`config.mk`:
```
export PLATFORM = sky130hd
export DESIGN_NAME = perf_sampler
export DESIGN_NICKNAME = d
export VERILOG_FILES = /design/src/rtl/perf_pkg.sv /design/src/rtl/sync_fifo.sv /design/src/rtl/perf_sampler.sv
export SDC_FILE = /design/constraint.sdc
export NUM_CORES = 1
export LEC_CHECK = 0
export CAP_MARGIN = 25
export CORE_ASPECT_RATIO = 0.75
export CORE_MARGIN = 1.5
export CORE_UTILIZATION = 35
export CTS_BUF_LIST = sky130_fd_sc_hd__clkbuf_8 sky130_fd_sc_hd__clkbuf_16
export DETAILED_ROUTE_END_ITERATION = 7
export GPL_ROUTABILITY_DRIVEN = 1
export RECOVER_POWER = 25
export SYNTH_ARGS = -nofsm -noshare
export SYNTH_HDL_FRONTEND = slang
export SYNTH_HIERARCHICAL = 1
export SYNTH_SLANG_ARGS = --single-unit
```
`constraint.sdc`:
```
create_clock -name clk -period 11.14 [get_ports clk]
set_input_delay 2.785 -clock clk [delete_from_list [all_inputs] [get_ports clk]]
set_output_delay 2.785 -clock clk [all_outputs]
set_load 0.02 [all_outputs]
```
`src/rtl/perf_pkg.sv`:
```
// perf_pkg: constants and types shared by perf_sampler, its FIFO and the
// upstream performance_counter block.
//   PERF_BASE      - base address of the counter map
//   NUM_PERF_WORDS - counter words per snapshot
//   FRAME_WORDS    - header plus counter words in one frame
//   HDR_MAGIC      - tag carried in the top byte of each frame header
//   perf_state_e   - sampler FSM state encoding
//   perf_word_offset() - byte offset of counter word idx in the map
package perf_pkg;

    localparam logic [31:0] PERF_BASE      = 32'h3000_0000;
    localparam int          NUM_PERF_WORDS = 6;
    localparam int          FRAME_WORDS    = NUM_PERF_WORDS + 1;
    localparam logic [7:0]  HDR_MAGIC      = 8'hA5;

    typedef enum logic [1:0] {
        ST_IDLE = 2'd0,
        ST_HDR  = 2'd1,
        ST_READ = 2'd2
    } perf_state_e;

    // Counter words are 32 bits wide and packed at consecutive word addresses.
    function automatic logic [31:0] perf_word_offset(input logic [7:0] idx);
        return {22'd0, idx, 2'b00};
    endfunction

endpackage

```
`src/rtl/sync_fifo.sv`:
```
// sync_fifo: single-clock first-word-fall-through FIFO.
//   clk, rst       - clock, asynchronous active-low reset (flushes pointers)
//   push/push_data - write one entry (ignored when full)
//   pop            - drop the head entry (ignored when empty)
//   head           - current head entry, forced to zero while empty
//   count          - registered number of stored entries
// DEPTH must be a power of two so the pointers wrap naturally.
module sync_fifo #(
    parameter int WIDTH = 33,
    parameter int DEPTH = 8
) (
    input  logic                       clk,
    input  logic                       rst,
    input  logic                       push,
    input  logic [WIDTH-1:0]           push_data,
    input  logic                       pop,
    output logic [WIDTH-1:0]           head,
    output logic [$clog2(DEPTH):0]     count
);

    localparam int              AW        = $clog2(DEPTH);
    localparam logic [AW:0]     CNT_ZERO  = {(AW+1){1'b0}};
    localparam logic [AW:0]     CNT_ONE   = {{AW{1'b0}}, 1'b1};
    localparam logic [AW:0]     CNT_FULL  = (AW+1)'(DEPTH);
    localparam logic [AW-1:0]   PTR_ONE   = {{(AW-1){1'b0}}, 1'b1};

    logic [WIDTH-1:0] mem_r [DEPTH];
    logic [AW-1:0]    wr_ptr_r;
    logic [AW-1:0]    rd_ptr_r;
    logic [AW:0]      count_r;
    logic             wr_en_s;
    logic             rd_en_s;

    assign wr_en_s = push && (count_r != CNT_FULL);
    assign rd_en_s = pop  && (count_r != CNT_ZERO);

    // Storage array; contents are don't-care until the count covers them.
    always_ff @(posedge clk) begin
        if (wr_en_s) begin
            mem_r[wr_ptr_r] <= push_data;
        end
    end

    // Read/write pointers and occupancy count.
    always_ff @(posedge clk or negedge rst) begin
        if (!rst) begin
            wr_ptr_r <= {AW{1'b0}};
            rd_ptr_r <= {AW{1'b0}};
            count_r  <= CNT_ZERO;
        end else begin
            if (wr_en_s) begin
                wr_ptr_r <= wr_ptr_r + PTR_ONE;
            end
            if (rd_en_s) begin
                rd_ptr_r <= rd_ptr_r + PTR_ONE;
            end
            case ({wr_en_s, rd_en_s})
                2'b10:   count_r <= count_r + CNT_ONE;
                2'b01:   count_r <= count_r - CNT_ONE;
                default: count_r <= count_r;
            endcase
        end
    end

    assign head  = (count_r == CNT_ZERO) ? {WIDTH{1'b0}} : mem_r[rd_ptr_r];
    assign count = count_r;

endmodule

```
`src/rtl/perf_sampler.sv`:
```
// perf_sampler: periodic snapshot engine for performance_counter.
// Sweeps the counter words through the debug read port and queues each sweep
// as a header-tagged frame for a valid/ready consumer.
//   clk, rst              - clock, asynchronous active-low reset
//   enable                - runs the sample period counter
//   sample_now            - one-cycle software trigger
//   debug_addr/debug_read - read port driven toward performance_counter
//   debug_data            - combinational read data returned in the same cycle
//   out_data/out_last     - FIFO head word and end-of-frame tag
//   out_valid/out_ready   - stream handshake
//   busy                  - a frame is being built
//   drop_count            - saturating count of rejected triggers
module perf_sampler #(
    parameter logic [31:0] PERF_BASE     = perf_pkg::PERF_BASE,
    parameter int          NUM_WORDS     = perf_pkg::NUM_PERF_WORDS,
    parameter int          SAMPLE_PERIOD = 1000,
    parameter int          FIFO_DEPTH    = 8
) (
    input  logic        clk,
    input  logic        rst,
    input  logic        enable,
    input  logic        sample_now,
    output logic [31:0] debug_addr,
    output logic        debug_read,
    input  logic [31:0] debug_data,
    output logic [31:0] out_data,
    output logic        out_last,
    output logic        out_valid,
    input  logic        out_ready,
    output logic        busy,
    output logic [15:0] drop_count
);

    import perf_pkg::*;

    localparam logic [1:0] IDLE = ST_IDLE;
    localparam logic [1:0] HDR  = ST_HDR;
    localparam logic [1:0] READ = ST_READ;

    localparam int                PCNT_W     = $clog2(SAMPLE_PERIOD);
    localparam logic [PCNT_W-1:0] PCNT_LAST  = PCNT_W'(SAMPLE_PERIOD - 1);
    localparam logic [PCNT_W-1:0] PCNT_ONE   = PCNT_W'(1);
    localparam logic [PCNT_W-1:0] PCNT_ZERO  = PCNT_W'(0);
    localparam int                CNT_W      = $clog2(FIFO_DEPTH) + 1;
    // A frame is accepted only if the whole frame fits: count <= depth - frame.
    localparam logic [CNT_W-1:0]  MAX_FILL   = CNT_W'(FIFO_DEPTH - NUM_WORDS - 1);
    localparam logic [CNT_W-1:0]  CNT_ZERO   = CNT_W'(0);
    localparam logic [7:0]        LAST_IDX   = 8'(NUM_WORDS - 1);

    logic [1:0]        state_r;
    logic [1:0]        state_nxt_s;
    logic [7:0]        idx_r;
    logic [7:0]        idx_nxt_s;
    logic [15:0]       seq_r;
    logic [15:0]       drop_count_r;
    logic [31:0]       debug_addr_r;
    logic              debug_read_r;
    logic              busy_r;
    logic [PCNT_W-1:0] pcnt_r;

    logic              auto_trig_s;
    logic              trig_s;
    logic              space_ok_s;
    logic              last_word_s;
    logic              push_s;
    logic [32:0]       push_data_s;
    logic              pop_s;
    logic              drop_inc_s;
    logic              seq_inc_s;
    logic [32:0]       head_s;
    logic [CNT_W-1:0]  fifo_count_s;

    // Sample period counter: wraps at the period while enabled, parked at zero otherwise.
    always_ff @(posedge clk or negedge rst) begin
        if (!rst) begin
            pcnt_r <= PCNT_ZERO;
        end else if (!enable) begin
            pcnt_r <= PCNT_ZERO;
        end else if (pcnt_r == PCNT_LAST) begin
            pcnt_r <= PCNT_ZERO;
        end else begin
            pcnt_r <= pcnt_r + PCNT_ONE;
        end
    end

    assign auto_trig_s = enable && (pcnt_r == PCNT_LAST);
    assign trig_s      = auto_trig_s || sample_now;
    // The registered count is used as-is; a pop in the trigger cycle is not credited.
    assign space_ok_s  = (fifo_count_s <= MAX_FILL);
    assign last_word_s = (idx_r == LAST_IDX);

    // Frame FSM: next state, FIFO push and drop/sequence events.
    always_comb begin
        state_nxt_s = state_r;
        idx_nxt_s   = idx_r;
        push_s      = 1'b0;
        push_data_s = 33'd0;
        drop_inc_s  = 1'b0;
        seq_inc_s   = 1'b0;
        case (state_r)
            IDLE: begin
                if (trig_s) begin
                    if (space_ok_s) begin
                        state_nxt_s = HDR;
                    end else begin
                        drop_inc_s = 1'b1;
                    end
                end else begin
                    state_nxt_s = IDLE;
                end
            end
            HDR: begin
                push_s      = 1'b1;
                push_data_s = {1'b0, HDR_MAGIC, 8'(NUM_WORDS), seq_r};
                idx_nxt_s   = 8'd0;
                state_nxt_s = READ;
                drop_inc_s  = trig_s;
            end
            READ: begin
                push_s      = 1'b1;
                push_data_s = {last_word_s, debug_data};
                drop_inc_s  = trig_s;
                if (last_word_s) begin
                    state_nxt_s = IDLE;
                    seq_inc_s   = 1'b1;
                end else begin
                    idx_nxt_s = idx_r + 8'd1;
                end
            end
            default: begin
                state_nxt_s = IDLE;
            end
        endcase
    end

    // FSM state, word index and frame sequence number.
    always_ff @(posedge clk or negedge rst) begin
        if (!rst) begin
            state_r <= IDLE;
            idx_r   <= 8'd0;
            seq_r   <= 16'd0;
        end else begin
            state_r <= state_nxt_s;
            idx_r   <= idx_nxt_s;
            if (seq_inc_s) begin
                seq_r <= seq_r + 16'd1;
            end
        end
    end

    // Read port and busy are computed from the next state so they line up with READ cycles.
    always_ff @(posedge clk or negedge rst) begin
        if (!rst) begin
            debug_read_r <= 1'b0;
            debug_addr_r <= 32'd0;
            busy_r       <= 1'b0;
        end else begin
            debug_read_r <= (state_nxt_s == READ);
            debug_addr_r <= (state_nxt_s == READ) ? (PERF_BASE + perf_word_offset(idx_nxt_s))
                                                  : 32'd0;
            busy_r       <= (state_nxt_s != IDLE);
        end
    end

    // Saturating count of rejected triggers.
    always_ff @(posedge clk or negedge rst) begin
        if (!rst) begin
            drop_count_r <= 16'd0;
        end else if (drop_inc_s && (drop_count_r != 16'hFFFF)) begin
            drop_count_r <= drop_count_r + 16'd1;
        end else begin
            drop_count_r <= drop_count_r;
        end
    end

    assign pop_s = out_valid && out_ready;

    sync_fifo #(
        .WIDTH (33),
        .DEPTH (FIFO_DEPTH)
    ) u_fifo (
        .clk       (clk),
        .rst       (rst),
        .push      (push_s),
        .push_data (push_data_s),
        .pop       (pop_s),
        .head      (head_s),
        .count     (fifo_count_s)
    );

    assign out_valid  = (fifo_count_s != CNT_ZERO);
    assign out_data   = head_s[31:0];
    assign out_last   = head_s[32];
    assign debug_addr = debug_addr_r;
    assign debug_read = debug_read_r;
    assign busy       = busy_r;
    assign drop_count = drop_count_r;

endmodule

```
==> Word level (Yosys, flattened, before mapping) <==
Memory sizes are Yosys's and may differ from the RTL's.
Cells that the tools add are included.
{ "totals": {"ff_bits": 95, "ram_bits": 264, "inputBits": 37, "output_inout_bits": 84, "wordCells": 63, "memories": 1} }
{ "mem_list": {"columns": ["name", "depth", "width", "rd", "rd_clocked_by_memory_dff", "wr", "line_no", "rtl"], "rows": [
  ["u_fifo.mem_r", 8, 33, 1, 0, 1, "sync_fifo.sv:27", "logic [WIDTH-1:0] mem_r [DEPTH];"]
]} }
{ "classes": {"n_addsub": 9, "n_lt_le_gt_ge": 1, "n_eq_ne": 9, "n_mux": 20, "reduce_logical": 12} }
{ "op_table": {"columns": ["cell", "n"], "rows": [
  ["one-hot mux 33 bit (2 select lines)", 1],
  ["two-way mux 33 bit", 1],
  ["adder 16 x 1 -> 16 bit, second input constant", 2],
  ["adder 30 x 10 -> 31 bit, first input constant", 1],
  ["two-way mux 31 bit", 1],
  ["two-way mux 10 bit", 2],
  ["!= test 16 bit, second input constant", 1],
  ["one-hot mux 8 bit (2 select lines)", 1],
  ["adder 10 x 1 -> 10 bit, second input constant", 1],
  ["equality test 10 bit, second input constant", 1],
  ["adder 8 x 1 -> 8 bit, second input constant", 1],
  ["equality test 8 x 3 -> 1 bit, second input constant", 1],
  ["two-way mux 8 bit", 1],
  ["one-hot mux 4 bit (2 select lines)", 1],
  ["two-way mux 1 bit", 7],
  ["adder 3 x 1 -> 3 bit, second input constant", 2],
  ["equality test 2 bit, second input constant", 3],
  ["two-way mux 2 bit", 3],
  ["one-hot mux 2 bit (3 select lines)", 1],
  ["logical AND 1 bit", 5],
  ["adder 4 x 1 -> 4 bit, second input constant", 1],
  ["equality test 2 x 1 -> 1 bit, second input constant", 2],
  ["<= comparator 4 x 1 -> 1 bit, second input constant", 1],
  ["zero test 4 bit", 1],
  ["other kinds (8)", 9]
]} }

==> Depth between registers and ports, before layout <==
Gate-level depths: netlist of run 1.
{ "logic_depth": {"word_depth": 7, "depth_mapped": 11, "ltp_nobuf": 11} }

==> Hierarchy <==
The synthesis of run 1 kept the hierarchy.
{ "modules_own_cells": {"columns": ["mod", "instances", "cells_per_inst", "area_per_inst_um2", "seq_area_each_um2"], "rows": [
  ["sync_fifo", 1, 479, 10684.0, 8177.8],
  ["perf_sampler", 1, 342, 3487.1, 1551.5]
]} }

==> Worst setup path before layout of run 1 <==
OpenSTA, ideal clock, no wires.
{ "synth_timing": {"path_kind": "input -> register", "startpoint": "input out_ready", "endpoint": "register u_fifo.count_r[2] (netlist: u_fifo/count[2])", "setup_ps": 134, "t_arrival_ps": 4200, "required_time_ps": 11006, "path_slack_ps": 6806, "stages": 9, "path_buffers": 0, "cell_sequence": "and2_1 > nor2b_1 > ha_1 > xor2_1 > ha_1 > a21oi_1 > xor2_1 > nor2_1 > xor2_1"} }
{ "synth_via": {"elab_chain_cells": 4, "word_cells_on_any_way": 6, "classes_between": "eq/ne: 2; mux: 1; reduce/logical: 3"} }
{ "synth_rtl": {"columns": ["element", "line_no", "rtl"], "rows": [
  ["start: declaration", "perf_sampler.sv:29", "input logic out_ready,"],
  ["logical AND 1 bit (*)", "perf_sampler.sv:176", "assign pop_s = out_valid && out_ready;"],
  ["logical AND 1 bit (*)", "sync_fifo.sv:35", "assign rd_en_s = pop && (count_r != CNT_ZERO);"],
  ["net u_fifo.rd_en_s", "sync_fifo.sv:32", "logic rd_en_s;"],
  ["equality test 2 x 1 -> 1 bit / equality test 2 bit (equally long branches)", "sync_fifo.sv:57", "case ({wr_en_s, rd_en_s})"],
  ["one-hot mux 4 bit (2 select lines) / nonzero test 2 bit (equally long branches)", null, null],
  ["end signal: assignment", "sync_fifo.sv:58", "2'b10: count_r <= count_r + CNT_ONE;"],
  ["end signal: assignment", "sync_fifo.sv:59", "2'b01: count_r <= count_r - CNT_ONE;"],
  ["end signal: assignment", "sync_fifo.sv:60", "default: count_r <= count_r;"],
  ["end: declaration", "sync_fifo.sv:30", "logic [AW:0] count_r;"]
]} }
Mark *: on every way through the listed nets, which the timed path passes. The rest lies on a longest branch.
A chain may end at the register's enable or synchronous reset.

==> Final worst setup path of run 1 <==
{ "layout_timing": {"startpoint": "register u_fifo.rd_ptr_r[0]", "endpoint": "output out_data[14]"} }
{ "layout_via": {"elab_chain_cells": 2} }
{ "layout_rtl": {"columns": ["element", "line_no", "rtl"], "rows": [
  ["start: declaration", "sync_fifo.sv:29", "logic [AW-1:0] rd_ptr_r;"],
  ["start signal: assignment", "sync_fifo.sv:48", "rd_ptr_r <= {AW{1'b0}};"],
  ["start signal: assignment", "sync_fifo.sv:55", "rd_ptr_r <= rd_ptr_r + PTR_ONE;"],
  ["memory (8 x 33 bit)", null, null],
  ["two-way mux 33 bit", "sync_fifo.sv:65", "assign head = (count_r == CNT_ZERO) ? {WIDTH{1'b0}} : mem_r[rd_ptr_r];"],
  ["end: declaration", "perf_sampler.sv:26", "output logic [31:0] out_data,"]
]} }
Every way passes these cells.

==> results of run 1 <==
[cells in the final DEF, fill, tap and decap left out, drive strengths merged, types with 7 or more instances in the layout]
cell / n
edfxtp: 264
clkdlybuf4s50: 95
dfrtp: 72
mux4: 66
nor2: 63
clkbuf: 44
mux2i: 33
nand2: 30
xnor2: 26
conb: 22
nand3: 22
xor2: 19
a22o: 16
inv: 16
and2: 16
nor3: 15
ha: 14
clkinv: 14
buf: 13
nand4: 11
a21oi: 10
a21o: 9
o21ai: 7
nand2b: 7
and3: 7
[worst max path at each step]
stage                             endpoint  cells after the start                           start  slack [ns]
4_1_cts                       out_data[14]                      5  u_fifo/rd_ptr_r[0]$_DFFE_PN0P_        4.69
2_1_floorplan  u_fifo/count[2]$_DFFE_PN0P_                      9                       out_ready        6.81
3_3_place_gp                   out_data[9]                      5  u_fifo/rd_ptr_r[0]$_DFFE_PN0P_        5.28
5_1_grt                       out_data[14]                      6  u_fifo/rd_ptr_r[0]$_DFFE_PN0P_        4.74
6_report                      out_data[14]                      6  u_fifo/rd_ptr_r[0]$_DFFE_PN0P_        4.99
3_5_place_dp                  out_data[14]                      5  u_fifo/rd_ptr_r[0]$_DFFE_PN0P_        5.25
[synth_stat cells, types with 7 or more instances]
cell type	n
edfxtp_1	264
dfrtp_1	72
nor2_1	62
mux4_2	57
mux2i_1	33
nand2_1	29
buf_4	26
xnor2_1	25
nand3_1	20
xor2_1	19
clkbuf_1	17
a22o_1	16
and2_1	15
ha_1	14
nor3_1	12
a21oi_1	10
inv_1	10
nand4_1	10
mux4_1	9
a21o_1	8
and3_1	7
nand2b_1	7
[power groups by stage]
stage / logic, mW / registers [mW] / clock network (mW)
finish: 1.41 / 1.66 / 1.09
global route: 1.53 / 1.68 / 1.18
CTS: 1.45 / 1.67 / 1.13
detailed placement: 1.44 / 1.69 / 0
global placement: 1.43 / 1.69 / 0
floorplan: 0.985 / 1.64 / 0
[final cells by class]
class,count,area (um2),area share
flip-flops and latches,336,9740,0.586
multi-input cells,437,4000,0.241
repair buffers,116,1110,0.0669
clock buffers,38,940,0.0566
well taps,520,651,0.0392
clock inverters,22,129,0.00776
inverters,10,37.5,0.00226
diodes,1,2.50,0.000151
[kinds of logic (layout without fill, tap and decap cells)]
| kind of cell | after synthesis | after routing | share of synthesized area |
|---|---|---|---|
| xor gates and xnor gates | 45 | 45 | 0.0283 |
| adders and majority gates | 14 | 14 | 0.0124 |
| buffers and inverters | 69 | 186 | 0.0327 |
| and+or+nand+nor | 193 | 193 | 0.0728 |
| AOI/OAI and AO/OA | 59 | 59 | 0.0324 |
| muxes | 104 | 104 | 0.135 |
| other | 1 | 23 | 0.000265 |
| DFF | 336 | 336 | 0.687 |
[registers in the layout, summed over array words and instances, names as in the netlist, 3 cells and up]
signal / count
idx_r: 8
u_fifo/wr_ptr_r: 3
pcnt_r: 10
debug_addr: 9
u_fifo/mem_r: 264
drop_count: 16
seq_r: 16
u_fifo/count: 4
u_fifo/rd_ptr_r: 3
[per-stage QoR]
| step | cell area, um2 | hold WS (ns) | worst slack [ns] | utilization | std cells |
|---|---|---|---|---|---|
| 5_1_grt | 16600 | 0.513 | 4.74 | 0.418 | 1479 |
| 2_1_floorplan | 14200 | 0.442 | 6.81 | - | 842 |
| 4_1_cts | 16700 | 0.484 | 4.69 | 0.421 | 1478 |
| 6_report | 16600 | 0.482 | 4.99 | 0.418 | 1480 |
| 3_5_place_dp | 15600 | 0.476 | 5.25 | 0.394 | 1418 |
| 3_3_place_gp | 15600 | 0.457 | 5.28 | 0.394 | 1418 |
[routing by layer]
| layer | vias to the layer above | wire length [um] |
|---|---|---|
| met5 | - | 0 |
| met4 | 0 | 335 |
| met3 | 26 | 1710 |
| met2 | 181 | 13500 |
| met1 | 3847 | 14300 |
| li1 | 3359 | - |
[critical path, cell delays in order (launching register included)]
cell	delay, ns
dfrtp_4	0.66
buf_4	0.46
buf_16	0.29
mux4_1	0.58
mux2i_1	0.17
nor2_1	0.10
clkdlybuf4s50_1	0.56
==> results.toml, run 1 <==
[grt]
grt_pass1_wl_mm = 46.2
met2_usage = 0.226
grt_usage = 0.147
grt_use_met1 = 0.215
grt_start_max_net_pins = 66
grt_util_met3 = 0.0306
antenna_found_initial = 0
busiest_layer = "met2"
grt_pass1_vias = 7525
grt_overflow_total = 0

[cts]
cts_max_level = 2
cts_tree = "yes"
cts_hold_buf = 0
worstSkewPairLatency_ns = 0.52
post-cts-setup-buffers = 0
cts_buffer_depth = 3
cts-buffers-inserted = 35
clock_sink_count = 336
clock_tree.root_cell = "clkbuf_16"
post_cts_resized = 0
path_clk_slew_ns = 0.06

[worst_setup_path]
reg2reg_depth = 6
crit_type = "register to output pin"
crit_required_ns = 8.36
r2r-start = "state_r[0]$_DFF_PN0_"
cp.arrival_ns = 3.36
worst_setup_path_end_kind = "output pin"
regToRegEndpoint = "u_fifo/mem_r[2][14]$_DFFE_PP_"
worstPathMaxFanout = 31
ff2ff_setup_slack_ns = 7.08
critPathLaunchType = "register"

[floorplanning]
start_util = 0.357
die_w_um = 235
dieArea_um2 = 41700
core_um2 = 39700
rows = 63
ios = 121
die_y_um = 177

[finish]
nNetsFinal = 987
drive_gt1_frac = 0.139
area.growth.synth_to_final_pct = 17.1
fill_cells = 3615

[place]
hpwl_mm = 18.2
io_buffers = 98
globalplace.congestion = 0.719

[sta]
setup_violations = 0
slew_headroom = -0.214
fin_setup_tns_ns = 0
period_minus_slack_ns = 6.15
hold_violations = 0
rsz0062_at_grt = "no"
fmax_mhz = 163
final.period_utilization = 0.552
tightestPinTransition_ns = 1.82
finalMaxSlewViolations = 84
skew_ns = 0.0212

[power]
clkPwrFrac = 0.263
sequentialPowerShare = 0.399
p_total_mw = 4.16
swShare = 0.323
power_density_nw_per_um2 = 251
p_int_mw = 2.82
p_leak_nw = 5.98
p_switching_mw = 1.35
vdd_drop_max_v = 0.000161
power_frac_comb = 0.338

[synth]
ys_warn_count = 6
synth.area.top_cells = "edfxtp_1 (56%), dfrtp_1 (13%), mux4_2 (9.1%)"
ys_types = 63
synth_top_cell_area_share = 0.559
synth-seq-cells = 336
avgSynthCellArea_um2 = 17.3
synth_area_leader_cell = "edfxtp_1"
synth_edf_count = 264
ys_seq_area_frac = 0.687
synth_ff_type = "edfxtp_1"
syn_inst = 821
synthesis.area_um2 = 14200
synthArstFlopShare = 0.214

[status]
status = "finished with violations"
violations = "capacitance limit, slew limit"

[job]
drv_cap = 5

[routing]
wirelength_mm = 29.9
firstDrtPassIters = 4
via_count = 7413
drt_iter0_drc = 554
drcViolationCount = 0
wl_per_cell_um = 20.2
viasPerCell = 5.01
drt.antenna.violating_nets = 0

[hold_path]
hp-start = "seq_r[15]$_DFFE_PN0P_"
hold_class = "register to register"
holdPathEnd = "seq_r[15]$_DFFE_PN0P_"
hold_path_depth = 1
Note: power is estimated with default switching activity, not from simulation.
==> run 2: changes to the inputs <==
clock period = 5.85 ns   (was 11.14 ns; I/O delays follow)
==> run 2 against run 1 <==
Compared with the run above:
- critical endpoint is now out_data[28]
- critical path type unchanged
- the run now ends clean
- die area stayed put
- via count is 1.5% lower
- clock skew is 0.0024 ns lower
- setup slack worse by 3.9 ns
- cell area rose by 0.71%
- final cell count shrank 0.14%
- register-to-register slack worse by 4.6 ns
- combinational power is 83% higher
==> results.toml, run 2 (same netlist as run 1, synthesis figures left out) <==
[status]
status = "finished, final reports clean"

[floorplanning]
core_um2 = 39700
rows = 63
ios = 121
dieArea_um2 = 41700
die_w_um = 235
die_y_um = 177
start_util = 0.357

[sta]
rsz0062_at_grt = "no"
period_minus_slack_ns = 4.75
slew_headroom = 0.381
hold_violations = 0
tightestPinTransition_ns = 0.926
finalMaxSlewViolations = 0
setup_violations = 0
fin_setup_tns_ns = 0
holdWs_ns = 0.482
skew_ns = 0.0187
fmax_mhz = 211
final.period_utilization = 0.811

[finish]
layout.cells.most_common_list = "edfxtp_1 (264), clkdlybuf4s50_1 (95), dfrtp_1 (69), mux4_2 (57), nor2_1 (56)"
multi_input_area_um2 = 4080
fill_cells = 3599
area.growth.synth_to_final_pct = 18.0
largest_register_ff_count = 264
layout_commonest_cell = "edfxtp_1"
regArea_um2 = 9740
antennaDiodeCount = 0
nNetsFinal = 983
largest-register = "u_fifo/mem_r"
drive_gt1_frac = 0.153

[cts]
cts_tree = "yes"
cts_max_level = 2
worstSkewPairLatency_ns = 0.52
clock_sink_count = 336
post-cts-setup-buffers = 0
cts-buffers-inserted = 34
post_cts_resized = 0
cts_buffer_depth = 3
clock_tree.root_cell = "clkbuf_16"
cts_hold_buf = 0
path_clk_slew_ns = 0.06

[hold_path]
holdPathEnd = "seq_r[15]$_DFFE_PN0P_"
hold_path_depth = 1
hp-start = "seq_r[15]$_DFFE_PN0P_"
hold_class = "register to register"

[place]
hpwl_mm = 17.3
globalplace.congestion = 0.760
io_buffers = 98

[worst_setup_path]
worst-path-buf-inv = 2
worst_setup_path_end_kind = "output pin"
regToRegEndpoint = "u_fifo/mem_r[6][24]$_DFFE_PP_"
critPathLaunchType = "register"
crit_cells = 5
reg2reg_depth = 6
r2r-start = "state_r[0]$_DFF_PN0_"
path_cells = "buf_4 > mux4_2 > mux2i_1 > nor2_1 > clkdlybuf4s50_1"
crit_required_ns = 4.39
crit_type = "register to output pin"
critical-path-top-delay-family = "buffers and inverters"
critical-path-max-stage-delay_ns = 0.89
worstPathMaxFanout = 36
ff2ff_setup_slack_ns = 2.53
cp.arrival_ns = 3.28
crit_slowest_cell = "dfrtp_2"

[power]
clkPwrFrac = 0.265
vdd_drop_max_v = 0.000297
power_density_nw_per_um2 = 475
sequentialPowerShare = 0.410
power_frac_comb = 0.325
p_total_mw = 7.95
p_leak_nw = 6.03
p_switching_mw = 2.57
p_int_mw = 5.37
swShare = 0.324

[job]
drv_cap = 0

[grt]
met2_usage = 0.230
antenna_found_initial = 1
grt_use_met1 = 0.208
grt_usage = 0.145
busiest_layer = "met2"
grt_util_met3 = 0.0287
grt_overflow_total = 0
grt_pass1_wl_mm = 45.9
grt_pass1_vias = 7617
grt_start_max_net_pins = 73

[routing]
firstDrtPassIters = 4
drt.antenna.violating_nets = 0
via_count = 7305
drt_iter0_drc = 531
wl_per_cell_um = 20.1
viasPerCell = 4.94
wirelength_mm = 29.7
drcViolationCount = 0
-- run 2: area by class of cell --
cell class / instances / share of cell area
Clock inverter: 24 / 0.0106
Multi-Input combinational cell: 437 / 0.244
Tap cell: 520 / 0.0389
Inverter: 10 / 0.00225
Sequential cell: 336 / 0.582
Timing Repair Buffer: 113 / 0.0670
Clock buffer: 38 / 0.0549
-- run 2: how the worst max path moves through the flow --
stage / start / to / slack, ns
after global placement: u_fifo/rd_ptr_r[1]$_DFFE_PN0P_ / out_data[28] / 1.66
after global routing: u_fifo/rd_ptr_r[1]$_DFFE_PN0P_ / out_data[13] / 0.97
after CTS: u_fifo/rd_ptr_r[1]$_DFFE_PN0P_ / out_data[30] / 1.06
after floorplan: state_r[0]$_DFF_PN0_ / u_fifo/mem_r[0][0]$_DFFE_PP_ / 1.98
after detailed placement: u_fifo/rd_ptr_r[1]$_DFFE_PN0P_ / out_data[30] / 1.63
final: u_fifo/rd_ptr_r[1]$_DFFE_PN0P_ / out_data[28] / 1.10
-- run 2: power groups by stage --
stage,Clock (mW),Combinational (mW),Sequential (mW)
global route,2.27,2.79,3.31
CTS,2.17,2.65,3.27
detailed placement,0,2.65,3.31
finish,2.10,2.58,3.26
global placement,0,2.63,3.31
floorplan,0,1.88,3.13
-- run 2: per-stage QoR --
stage                     utilization  cell area (um2)  setup WS [ns]  std cells
final                           0.421            16700           1.10       1478
after global routing            0.421            16700          0.965       1478
after CTS                       0.421            16700           1.06       1477
after detailed placement        0.393            15600           1.63       1415
after global placement          0.393            15600           1.66       1415
after floorplan                     -            14200           1.98        842
-- run 2: layer usage --
layer,share of wire,wire length (um),vias to the layer above
li1,-,-,3356
met1,0.46,13700,3710
met2,0.46,13800,198
met3,0.060,1780,41
met4,0.014,430,0
met5,0,0,-
